File: src/rtl/vadd_const_pipe_pkg.sv
// Shared types and constants for the per-lane vector add/sub-by-constant pipeline.
package vadd_const_pipe_pkg;

    localparam int MAX_LANES = 8;
    localparam int MAX_WIDTH = 24;

    typedef enum logic {
        OP_ADD = 1'b0,
        OP_SUB = 1'b1
    } op_e;

    typedef logic [MAX_WIDTH-1:0] elem_max_t;

    // cfg_lane needs at least one bit even for a single-lane build
    function automatic int lane_idx_w(input int lanes);
        return (lanes > 1) ? $clog2(lanes) : 1;
    endfunction

endpackage

File: src/rtl/vadd_const_pipe_if.sv
// Stream-in / stream-out handshake plus constant-file write port.
interface vadd_const_pipe_if #(
    parameter int LANES = 4,
    parameter int WIDTH = 8
);
    localparam int LW = vadd_const_pipe_pkg::lane_idx_w(LANES);

    logic                   in_valid;
    logic                   in_ready;
    logic [LANES*WIDTH-1:0] in_data;
    logic                   in_sub;
    logic                   out_valid;
    logic                   out_ready;
    logic [LANES*WIDTH-1:0] out_data;
    logic                   cfg_we;
    logic [LW-1:0]          cfg_lane;
    logic [WIDTH-1:0]       cfg_data;

    modport master (
        output in_valid, in_data, in_sub, out_ready, cfg_we, cfg_lane, cfg_data,
        input  in_ready, out_valid, out_data
    );

    modport slave (
        input  in_valid, in_data, in_sub, out_ready, cfg_we, cfg_lane, cfg_data,
        output in_ready, out_valid, out_data
    );

endinterface

File: src/rtl/vadd_const_pipe_lane.sv
// One lane: element +/- constant. VADD_CONST_PIPE_SAT_EN selects unsigned
// saturation instead of modulo-2^WIDTH wrap.
module vadd_lane
    import vadd_const_pipe_pkg::*;
#(
    parameter int WIDTH = 8
) (
    input  logic [WIDTH-1:0] elem_i,
    input  logic [WIDTH-1:0] cnst_i,
    input  op_e              op_i,
    output logic [WIDTH-1:0] res_o
);

`ifdef VADD_CONST_PIPE_SAT_EN
    logic [WIDTH:0] sum;
    logic [WIDTH:0] dif;

    assign sum = {1'b0, elem_i} + {1'b0, cnst_i};
    assign dif = {1'b0, elem_i} - {1'b0, cnst_i};

    // top bit is carry-out for add, borrow for sub
    always_comb begin
        res_o = sum[WIDTH-1:0];
        if (op_i == OP_SUB) res_o = dif[WIDTH] ? '0 : dif[WIDTH-1:0];
        else if (sum[WIDTH]) res_o = '1;
    end
`else
    assign res_o = (op_i == OP_SUB) ? elem_i - cnst_i : elem_i + cnst_i;
`endif

endmodule

File: src/rtl/vadd_const_pipe.sv
// Two-stage SIMD add/sub-by-per-lane-constant pipeline with ready/valid flow control.
// Optional saturation via VADD_CONST_PIPE_SAT_EN (implemented in vadd_lane).
module vadd_const_pipe
    import vadd_const_pipe_pkg::*;
#(
    parameter int LANES = 4,
    parameter int WIDTH = 8
) (
    input  logic              clock,
    input  logic              reset,
    vadd_const_pipe_if.slave  bus
);

    typedef logic [LANES-1:0][WIDTH-1:0] vec_t;

    vec_t       consts_q;
    vec_t       s1_data_q;
    vec_t       s1_const_q;
    op_e        s1_op_q;
    vec_t       s2_data_q;
    vec_t       s2_data_d;
    vec_t       in_vec;
    logic [2:1] vld_q;
    logic       s2_adv;
    logic       s1_adv;

    assign in_vec = bus.in_data;

    // S2 loads when empty or being drained; S1 loads whenever it can hand off
    assign s2_adv = !vld_q[2] || bus.out_ready;
    assign s1_adv = !vld_q[1] || s2_adv;

    assign bus.in_ready  = s1_adv;
    assign bus.out_valid = vld_q[2];
    assign bus.out_data  = s2_data_q;

    always_ff @(posedge clock or negedge reset) begin
        if (!reset) begin
            consts_q <= '0;
        end else if (bus.cfg_we && (int'(bus.cfg_lane) < LANES)) begin
            consts_q[bus.cfg_lane] <= bus.cfg_data;
        end
    end

    // S1 snapshots the constants so later cfg writes never touch in-flight vectors
    always_ff @(posedge clock or negedge reset) begin
        if (!reset) begin
            vld_q      <= '0;
            s1_data_q  <= '0;
            s1_const_q <= '0;
            s1_op_q    <= OP_ADD;
            s2_data_q  <= '0;
        end else begin
            if (s1_adv) begin
                vld_q[1] <= bus.in_valid;
                if (bus.in_valid) begin
                    s1_data_q  <= in_vec;
                    s1_const_q <= consts_q;
                    s1_op_q    <= op_e'(bus.in_sub);
                end
            end
            if (s2_adv) begin
                vld_q[2] <= vld_q[1];
                if (vld_q[1]) s2_data_q <= s2_data_d;
            end
        end
    end

    for (genvar i = 0; i < LANES; i++) begin : g_lane
        vadd_lane #(.WIDTH(WIDTH)) u_lane (
            .elem_i (s1_data_q[i]),
            .cnst_i (s1_const_q[i]),
            .op_i   (s1_op_q),
            .res_o  (s2_data_d[i])
        );
    end

endmodule

File: src/flat_wrapper.sv
// flat-port wrapper written by rule: the top's interface ports become plain ports
module vadd_const_pipe_flat import vadd_const_pipe_pkg::*;
#(
    parameter int LANES = 4,
    parameter int WIDTH = 8
)
  (clock, reset, bus_in_valid, bus_in_data, bus_in_sub, bus_out_ready, bus_cfg_we, bus_cfg_lane, bus_cfg_data, bus_in_ready, bus_out_valid, bus_out_data);
  vadd_const_pipe_if #(.LANES(LANES), .WIDTH(WIDTH)) bus_i ();
  input  logic clock;
  input  logic reset;
  input wire logic [$bits(bus_i.in_valid)-1:0] bus_in_valid;
  input wire logic [$bits(bus_i.in_data)-1:0] bus_in_data;
  input wire logic [$bits(bus_i.in_sub)-1:0] bus_in_sub;
  input wire logic [$bits(bus_i.out_ready)-1:0] bus_out_ready;
  input wire logic [$bits(bus_i.cfg_we)-1:0] bus_cfg_we;
  input wire logic [$bits(bus_i.cfg_lane)-1:0] bus_cfg_lane;
  input wire logic [$bits(bus_i.cfg_data)-1:0] bus_cfg_data;
  output wire logic [$bits(bus_i.in_ready)-1:0] bus_in_ready;
  output wire logic [$bits(bus_i.out_valid)-1:0] bus_out_valid;
  output wire logic [$bits(bus_i.out_data)-1:0] bus_out_data;
  assign bus_i.in_valid = bus_in_valid;
  assign bus_i.in_data = bus_in_data;
  assign bus_i.in_sub = bus_in_sub;
  assign bus_i.out_ready = bus_out_ready;
  assign bus_i.cfg_we = bus_cfg_we;
  assign bus_i.cfg_lane = bus_cfg_lane;
  assign bus_i.cfg_data = bus_cfg_data;
  assign bus_in_ready = bus_i.in_ready;
  assign bus_out_valid = bus_i.out_valid;
  assign bus_out_data = bus_i.out_data;
  vadd_const_pipe #(.LANES(LANES), .WIDTH(WIDTH)) u_core (.clock(clock), .reset(reset), .bus(bus_i));
endmodule
File: config.mk
export PLATFORM = sky130hd
export DESIGN_NAME = vadd_const_pipe_flat
export DESIGN_NICKNAME = d
export VERILOG_FILES = /design/src/rtl/vadd_const_pipe_pkg.sv /design/src/rtl/vadd_const_pipe_if.sv /design/src/rtl/vadd_const_pipe_lane.sv /design/src/rtl/vadd_const_pipe.sv /design/src/flat_wrapper.sv
export SDC_FILE = /design/constraint.sdc
export NUM_CORES = 1
export LEC_CHECK = 0
export CORE_ASPECT_RATIO = 0.9
export CORE_MARGIN = 8
export CORE_UTILIZATION = 30
export DETAILED_ROUTE_END_ITERATION = 6
export PLACE_DENSITY = 0.49
export SYNTH_ARGS = -nofsm -noshare
export SYNTH_HDL_FRONTEND = slang
export SYNTH_HIERARCHICAL = 1
export SYNTH_SLANG_ARGS = --single-unit
File: constraint.sdc
create_clock -name clock -period 6.8 [get_ports clock]
set_input_delay 2.04 -clock clock [delete_from_list [all_inputs] [get_ports clock]]
set_output_delay 2.04 -clock clock [all_outputs]
set_load 0.03 [all_outputs]
# After elaboration in Yosys (flattened, before gate mapping)
# Cells that the tools add are included.
[totals]
output_inout_bits = 34
ff_bits = 131
input_bits = 48
word_cells = 43
[classes]
reduce_logical = 7
mux = 7
magnitude_cmp = 2
add_sub_neg = 8
[ops]
columns = ["cell", "count"]
rows = [
  ["8-bit two-way mux", 5],
  ["8-bit adder", 4],
  ["32-bit bitwise mux", 1],
  ["8-bit subtractor", 4],
  ["8-bit demux with 2-bit select", 1],
  ["2-bit AND reduction", 2],
  ["2-bit by 3-bit < comparator with 1-bit output (second input constant)", 1],
  ["2-bit by 1-bit >= comparator with 1-bit output (second input constant)", 1],
  ["1-bit zero test", 2],
  ["1-bit logical OR", 2],
  ["1-bit logical AND", 1],
]

# Depth between registers and ports, before layout
# Gate-level depths: netlist of run 1.
[logic_depth]
depth_word = 5
mapped_depth = 11

# By module
# The synthesis of run 1 kept the hierarchy.
[by_module_without_submodules]
columns = ["mod", "area_each_um2", "seq_area_each_um2", "cells_each", "n_inst"]
rows = [
  ["vadd_const_pipe", 4971.0, 3278.1, 280, 1],
  ["vadd_lane at u_core.g_lane[0].u_lane ...", 466.7, 0.0, 61, 3],
  ["vadd_lane at u_core.g_lane[1].u_lane", 427.9, 0.0, 57, 1],
]

# Worst setup path after synthesis of run 1
# Ideal clock, no wire load.
[synth_path]
kind = "input -> output"
from = "input port bus_out_ready"
to = "output port bus_in_ready"
setup_slack_ps = 2517
cell_stages = 1
t_arrival_ps = 2243
path_cell_list = "nand3b_4"
[synth_between]
elab_chain_cells = 2
[synth_lines]
columns = ["element", "line_no", "rtl"]
rows = [
  ["start: declaration", "flat_wrapper.sv:14", "input wire logic [$bits(bus_i.out_ready)-1:0] bus_out_ready;"],
  ["1-bit logical OR", "vadd_const_pipe.sv:30", "assign s2_adv = !vld_q[2] || bus.out_ready;"],
  ["1-bit logical OR", "vadd_const_pipe.sv:31", "assign s1_adv = !vld_q[1] || s2_adv;"],
  ["end: declaration", "flat_wrapper.sv:18", "output wire logic [$bits(bus_i.in_ready)-1:0] bus_in_ready;"],
]
# Every way passes these cells.

# Final worst setup path of run 1
# Same ends and word-level chain as after synthesis.

==> results of run 1 <==
==> where the power goes <==
group / switching [µW] / internal [µW] / leakage [µW]
Combinational: 779 / 814 / 0.00178
Sequential: 163 / 1000 / 0.00154
Clock: 349 / 559 / 0.000279
Total: 1290 / 2380 / 0.00360
==> metal layers <==
metal | wire, µm | up-vias | global-route usage, %
met3 | 538 | 7 | 3.32
met5 | 0 | - | 0
met4 | 150 | 0 | 3.58
met2 | 6680 | 69 | 16.9
li1 | - | 2006 | -
met1 | 7050 | 2047 | 14.0
==> state kept, by name (all words and copies together), names as in the netlist <==
signal	flops
u_core/s1_data_q	32
u_core/s1_op_q	1
u_core/vld_q	2
u_core/consts_q	32
u_core/bus.out_data	32
u_core/s1_const_q	32
==> how the worst max path moves through the flow <==
| stage | cells past startpoint | slack, ps | end |
|---|---|---|---|
| floorplan | 1 | 2520 | bus_in_ready |
| global placement | 3 | 1420 | bus_in_ready |
| detailed placement | 3 | 1410 | bus_in_ready |
| CTS | 3 | 1400 | bus_in_ready |
| global route | 3 | 1370 | bus_in_ready |
| finish | 3 | 1410 | bus_in_ready |
==> through the flow <==
| step | total power (µW) | cell area, µm² |
|---|---|---|
| floorplan | 2320 | 6800 |
| global placement | 2750 | 7890 |
| detailed placement | 2800 | 7890 |
| CTS | 3740 | 8480 |
| global route | 3930 | 8480 |
| finish | 3670 | 8480 |
==> layout make-up <==
cell class / count / area (µm²) / share of cell area (%)
repair buffers: 83 / 827 / 9.76
clock inverters: 11 / 128 / 1.51
flip-flops and latches: 131 / 3280 / 38.7
well taps: 297 / 372 / 4.38
multi-input cells: 339 / 3280 / 38.7
inverters: 36 / 135 / 1.59
clock buffers: 20 / 457 / 5.39
==> cell families (layout without fill, tap and decap cells) <==
| family | count (synthesis) | after routing | synth area share, % |
|---|---|---|---|
| DFF | 131 | 131 | 48.2 |
| muxes | 133 | 133 | 22.6 |
| and+or+nand+nor | 69 | 69 | 6.50 |
| AOI/OAI and AO/OA | 52 | 52 | 5.69 |
| xor gates and xnor gates | 49 | 49 | 6.31 |
| adders and majority gates | 36 | 36 | 7.07 |
| buffers and inverters | 50 | 150 | 3.61 |
==> synth_stat cells, types with 7 or more instances <==
cell | n | area [µm²]
a21oi_1 | 9 | 45.0
a31oi_1 | 15 | 93.8
dfrtp_1 | 131 | 3280
ha_1 | 32 | 400
inv_1 | 36 | 135
mux2_2 | 117 | 1320
mux2_4 | 12 | 180
nor2_1 | 20 | 75.1
nor2b_1 | 9 | 56.3
nor3_2 | 7 | 70.1
xnor2_1 | 42 | 368
xor2_1 | 7 | 61.3
==> results.toml, run 1 <==
[sta]
worst_slew_pin_slew_ps = 1050
finClkSkew_ps = 8.05
setup_violations = 0
rsz0062_at_grt = "no"
whs_ps = 498
relSlewSlack_pct = 30.0
fin_crit_sh_pct = 79.3
final.setup.worst_slack_ps = 1410
slew_viol_final = 0
timing.fmax_mhz = 186
final.setup.tns_ps = 0
fin_crit_ps = 5390
hold_viol = 0

[logic_synthesis]
synthCells = 520
synthDistinctLibCells = 41
synth.cell_area_um2 = 6800
yosysSeqAreaShare_pct = 48.2
synth_ff_type = "dfrtp_1"
synth_seq_cells = 131
synth_warnings = 6
synth_edf_count = 0
syn_area_per_cell_um2 = 13.1
ys_async_sr_fraction_pct = 100
synth_fp_nets = 604

[critical_path]
arrival_ps = 3350
rr_worst_depth = 8
rr_endpoint = "u_core/bus.out_data[14]$_DFFE_PN0P_"
r2r_setup_slack_ps = 3920
crit_buf_inv = 2
path_cells = "clkdlybuf4s50_1, nand3b_4, clkdlybuf4s50_1"
slowest_delay_ps = 680
path_delay_family = "buffers and inverters"
cp-startpoint = "bus_out_ready"
cpMostUsedCell = "clkdlybuf4s50_1"
endpoint_kind = "output pin"
crit_type = "in -> out"
cp_slowest_cell = "clkdlybuf4s50_1"
critPathLaunchType = "input pin"
r2r-start = "u_core/s1_op_q$_DFFE_PN0P_"
critPathRequiredTime_ps = 4760
cp_max_fo = 3

[global_route]
grt_usage_pct = 10.8
overflow = 0
grt_max_degree = 72
grt_antenna_before_repair = 0
grt_pass1_wl_um = 23800
grt_pass1_vias = 4549

[worst_hold_path]
hp-class = "reg -> reg"
min_path_cells = 1
holdPathEnd = "u_core/s1_const_q[23]$_DFFE_PN0P_"
hp-start = "u_core/consts_q[23]$_DFFE_PN0P_"

[floorplanning]
ioPinCount = 82
core_area_um2 = 22400
initial_utilization_pct = 30.4
die_y_um = 159
die-area_um2 = 27700
die_w_um = 175
rows = 52

[clock_tree]
path_clk_slew_ps = 50
cts_tree = "built"
root_buffer = "clkbuf_16"
ctsLongestPathBuffers = 2
cts_resized = 0
cts_max_level = 4
clk_latency_ps = 410
post-cts-setup-buffer-count = 0
clock_sinks = 131
hold_buffers = 0
cts_buffers = 17

[drt]
drtIter0Drc = 138
via_per_inst = 4.50
drtAntennaViolNets = 0
routedWlPerCell_um = 15.7
dr.pass1.iters = 4
drt_wl_total_um = 14400
remaining_drc_errors = 0
vias = 4129

[pwr]
worst_ir_drop_vdd_uv = 147
cellLeakagePower_uw = 0.00360
powerDensity_nw_per_um2 = 433

[final_layout]
area_delta_synth_final_pct = 24.7
drive_gt1_share_pct = 29.8
nFillCells = 2190
final_common_cell = "dfrtp_1"
final_nets = 692
layout_common_cells = "131 x dfrtp_1, 117 x mux2_2, 80 x clkdlybuf4s50_1"
antenna_cells = 0
final_cells = 917
final_util_pct = 37.9

[placed_design]
io_buffers = 81
dp.cells = 886
gp_congestion = 0.720
dp_hpwl_um = 10100
dpl_worst_slack_ps = 1410

[flow_run]
cap_violations = 0

[run_status]
status = "completed"
(Power assumes the default switching activity.)
==> run 2: changes to the inputs <==
==> constraint.sdc (replaced) <==
create_clock -name clock -period 5.7 [get_ports clock]
set_input_delay 1.71 -clock clock [delete_from_list [all_inputs] [get_ports clock]]
set_output_delay 1.71 -clock clock [all_outputs]
set_load 0.03 [all_outputs]
==> run 2 against run 1 <==
Compared with the run above:
- die area is the same
- power grew 17%
- sequential share of layout area grew 0.27 points
- largest power group unchanged
- clock power grew 9.8%
- worst setup slack lost 440 ps
- first-iteration DRC count grew 22%
- routed wire length grew 2.6%
- global-route usage grew 0.48 points
- highest routed layer unchanged
- cell count shrank 0.22%
- non-clock buffer count is the same
- combinational power grew 19%
- critical path depth is the same
==> results.toml, run 2 (synthesis results as in run 1) <==
[sta]
finClkSkew_ps = 6.09
worst_slew_pin_slew_ps = 1180
setup_violations = 0
hold_viol = 0
timing.fmax_mhz = 211
final.setup.tns_ps = 0
whs_ps = 499
fin_crit_ps = 4730
rsz0062_at_grt = "no"
fin_crit_sh_pct = 83.0
slew_viol_final = 0
relSlewSlack_pct = 21.1

[global_route]
grt_pass1_wl_um = 24900
grt_antenna_before_repair = 0
grt_pass1_vias = 4605
overflow = 0
grt_max_degree = 104
grt_usage_pct = 11.3

[placed_design]
io_buffers = 81
gp_congestion = 0.726
dp_hpwl_um = 10200

[critical_path]
cp_slowest_cell = "clkdlybuf4s50_1"
crit_buf_inv = 2
rr_worst_depth = 8
r2r-start = "u_core/s1_op_q$_DFFE_PN0P_"
slowest_delay_ps = 680
path_delay_family = "buffers and inverters"
cp_max_fo = 3
r2r_setup_slack_ps = 2700
path_cells = "clkdlybuf4s50_1, nand3b_4, clkdlybuf4s50_1"
critPathRequiredTime_ps = 3990
rr_endpoint = "u_core/bus.out_data[14]$_DFFE_PN0P_"
arrival_ps = 3020
cpMostUsedCell = "clkdlybuf4s50_1"
endpoint_kind = "output pin"
crit_type = "in -> out"
critPathLaunchType = "input pin"

[clock_tree]
clk_latency_ps = 410
cts_buffers = 17
path_clk_slew_ps = 60
post-cts-setup-buffer-count = 0
cts_tree = "built"
hold_buffers = 0
clock_sinks = 131
cts_max_level = 4
root_buffer = "clkbuf_16"
cts_resized = 0
ctsLongestPathBuffers = 2

[flow_run]
cap_violations = 0

[drt]
drtAntennaViolNets = 0
top_layer_used = "met4"
wl_met2_um = 6850
vias = 4137
wl_met3_um = 568
wl_met1_um = 7170
via_per_inst = 4.52
remaining_drc_errors = 0
drt_wl_total_um = 14800
drtIter0Drc = 168
dr.pass1.iters = 4
routedWlPerCell_um = 16.2

[pwr]
worst_ir_drop_vdd_uv = 185
cellLeakagePower_uw = 0.00358
total_power_uw = 4290
powerDensity_nw_per_um2 = 510

[floorplanning]
die_y_um = 159
core_area_um2 = 22400
rows = 52
die_w_um = 175
initial_utilization_pct = 30.4
die-area_um2 = 27700
ioPinCount = 82

[final_layout]
nFillCells = 2176
final_common_cell = "dfrtp_1"
layout_common_cells = "131 x dfrtp_1, 117 x mux2_2, 80 x clkdlybuf4s50_1"
drive_gt1_share_pct = 29.1
final_util_pct = 37.6
final_nets = 692
area_delta_synth_final_pct = 23.8
antenna_cells = 0

[worst_hold_path]
min_path_cells = 1
holdPathEnd = "u_core/s1_const_q[24]$_DFFE_PN0P_"
hp-class = "reg -> reg"
hp-start = "u_core/consts_q[24]$_DFFE_PN0P_"

[run_status]
status = "completed"
[run 2: changes by cell type in the layout (fill, tap and decap cells not counted)]
cell        change
clkinv_4        -2
clkinv_2        +2
clkbuf_1        +3
clkinvlp_4      -2
bufinv_16       -1
inv_6           -2
[run 2: layout make-up]
cell class / instances / area [µm²] / share of cell area [%]
multi-input cells: 339 / 3280 / 39.0
flip-flops and latches: 131 / 3280 / 38.9
repair buffers: 83 / 827 / 9.82
clock buffers: 23 / 468 / 5.56
well taps: 297 / 372 / 4.41
inverters: 36 / 135 / 1.61
clock inverters: 6 / 57.6 / 0.684
[run 2: layer usage]
metal  GRT usage, %  vias to the layer above
met4           3.70                        0
li1               -                     1995
met1           14.5                     2070
met3           3.22                       12
met2           18.0                       60
met5              0                        -
[run 2: worst max path at each step]
stage | to | startpoint | depth (start not counted) | slack [ps]
global placement | bus_in_ready | bus_out_ready | 3 | 980
global route | bus_in_ready | bus_out_ready | 3 | 940
CTS | bus_in_ready | bus_out_ready | 3 | 960
floorplan | bus_in_ready | bus_out_ready | 1 | 2080
finish | bus_in_ready | bus_out_ready | 3 | 970
detailed placement | bus_in_ready | bus_out_ready | 3 | 960
[run 2: stage by stage]
stage	setup slack [ps]	area [µm²]	instances
6_report	969	8420	915
5_1_grt	938	8420	915
4_1_cts	962	8420	915
3_5_place_dp	962	7890	886
3_3_place_gp	982	7890	886
2_1_floorplan	2080	6800	520
[run 2: power breakdown]
group	leakage (µW)	internal, µW	switching (µW)
clock network	0.000259	612	385
registers	0.00154	1200	195
logic	0.00178	973	930
total	0.00358	2780	1510
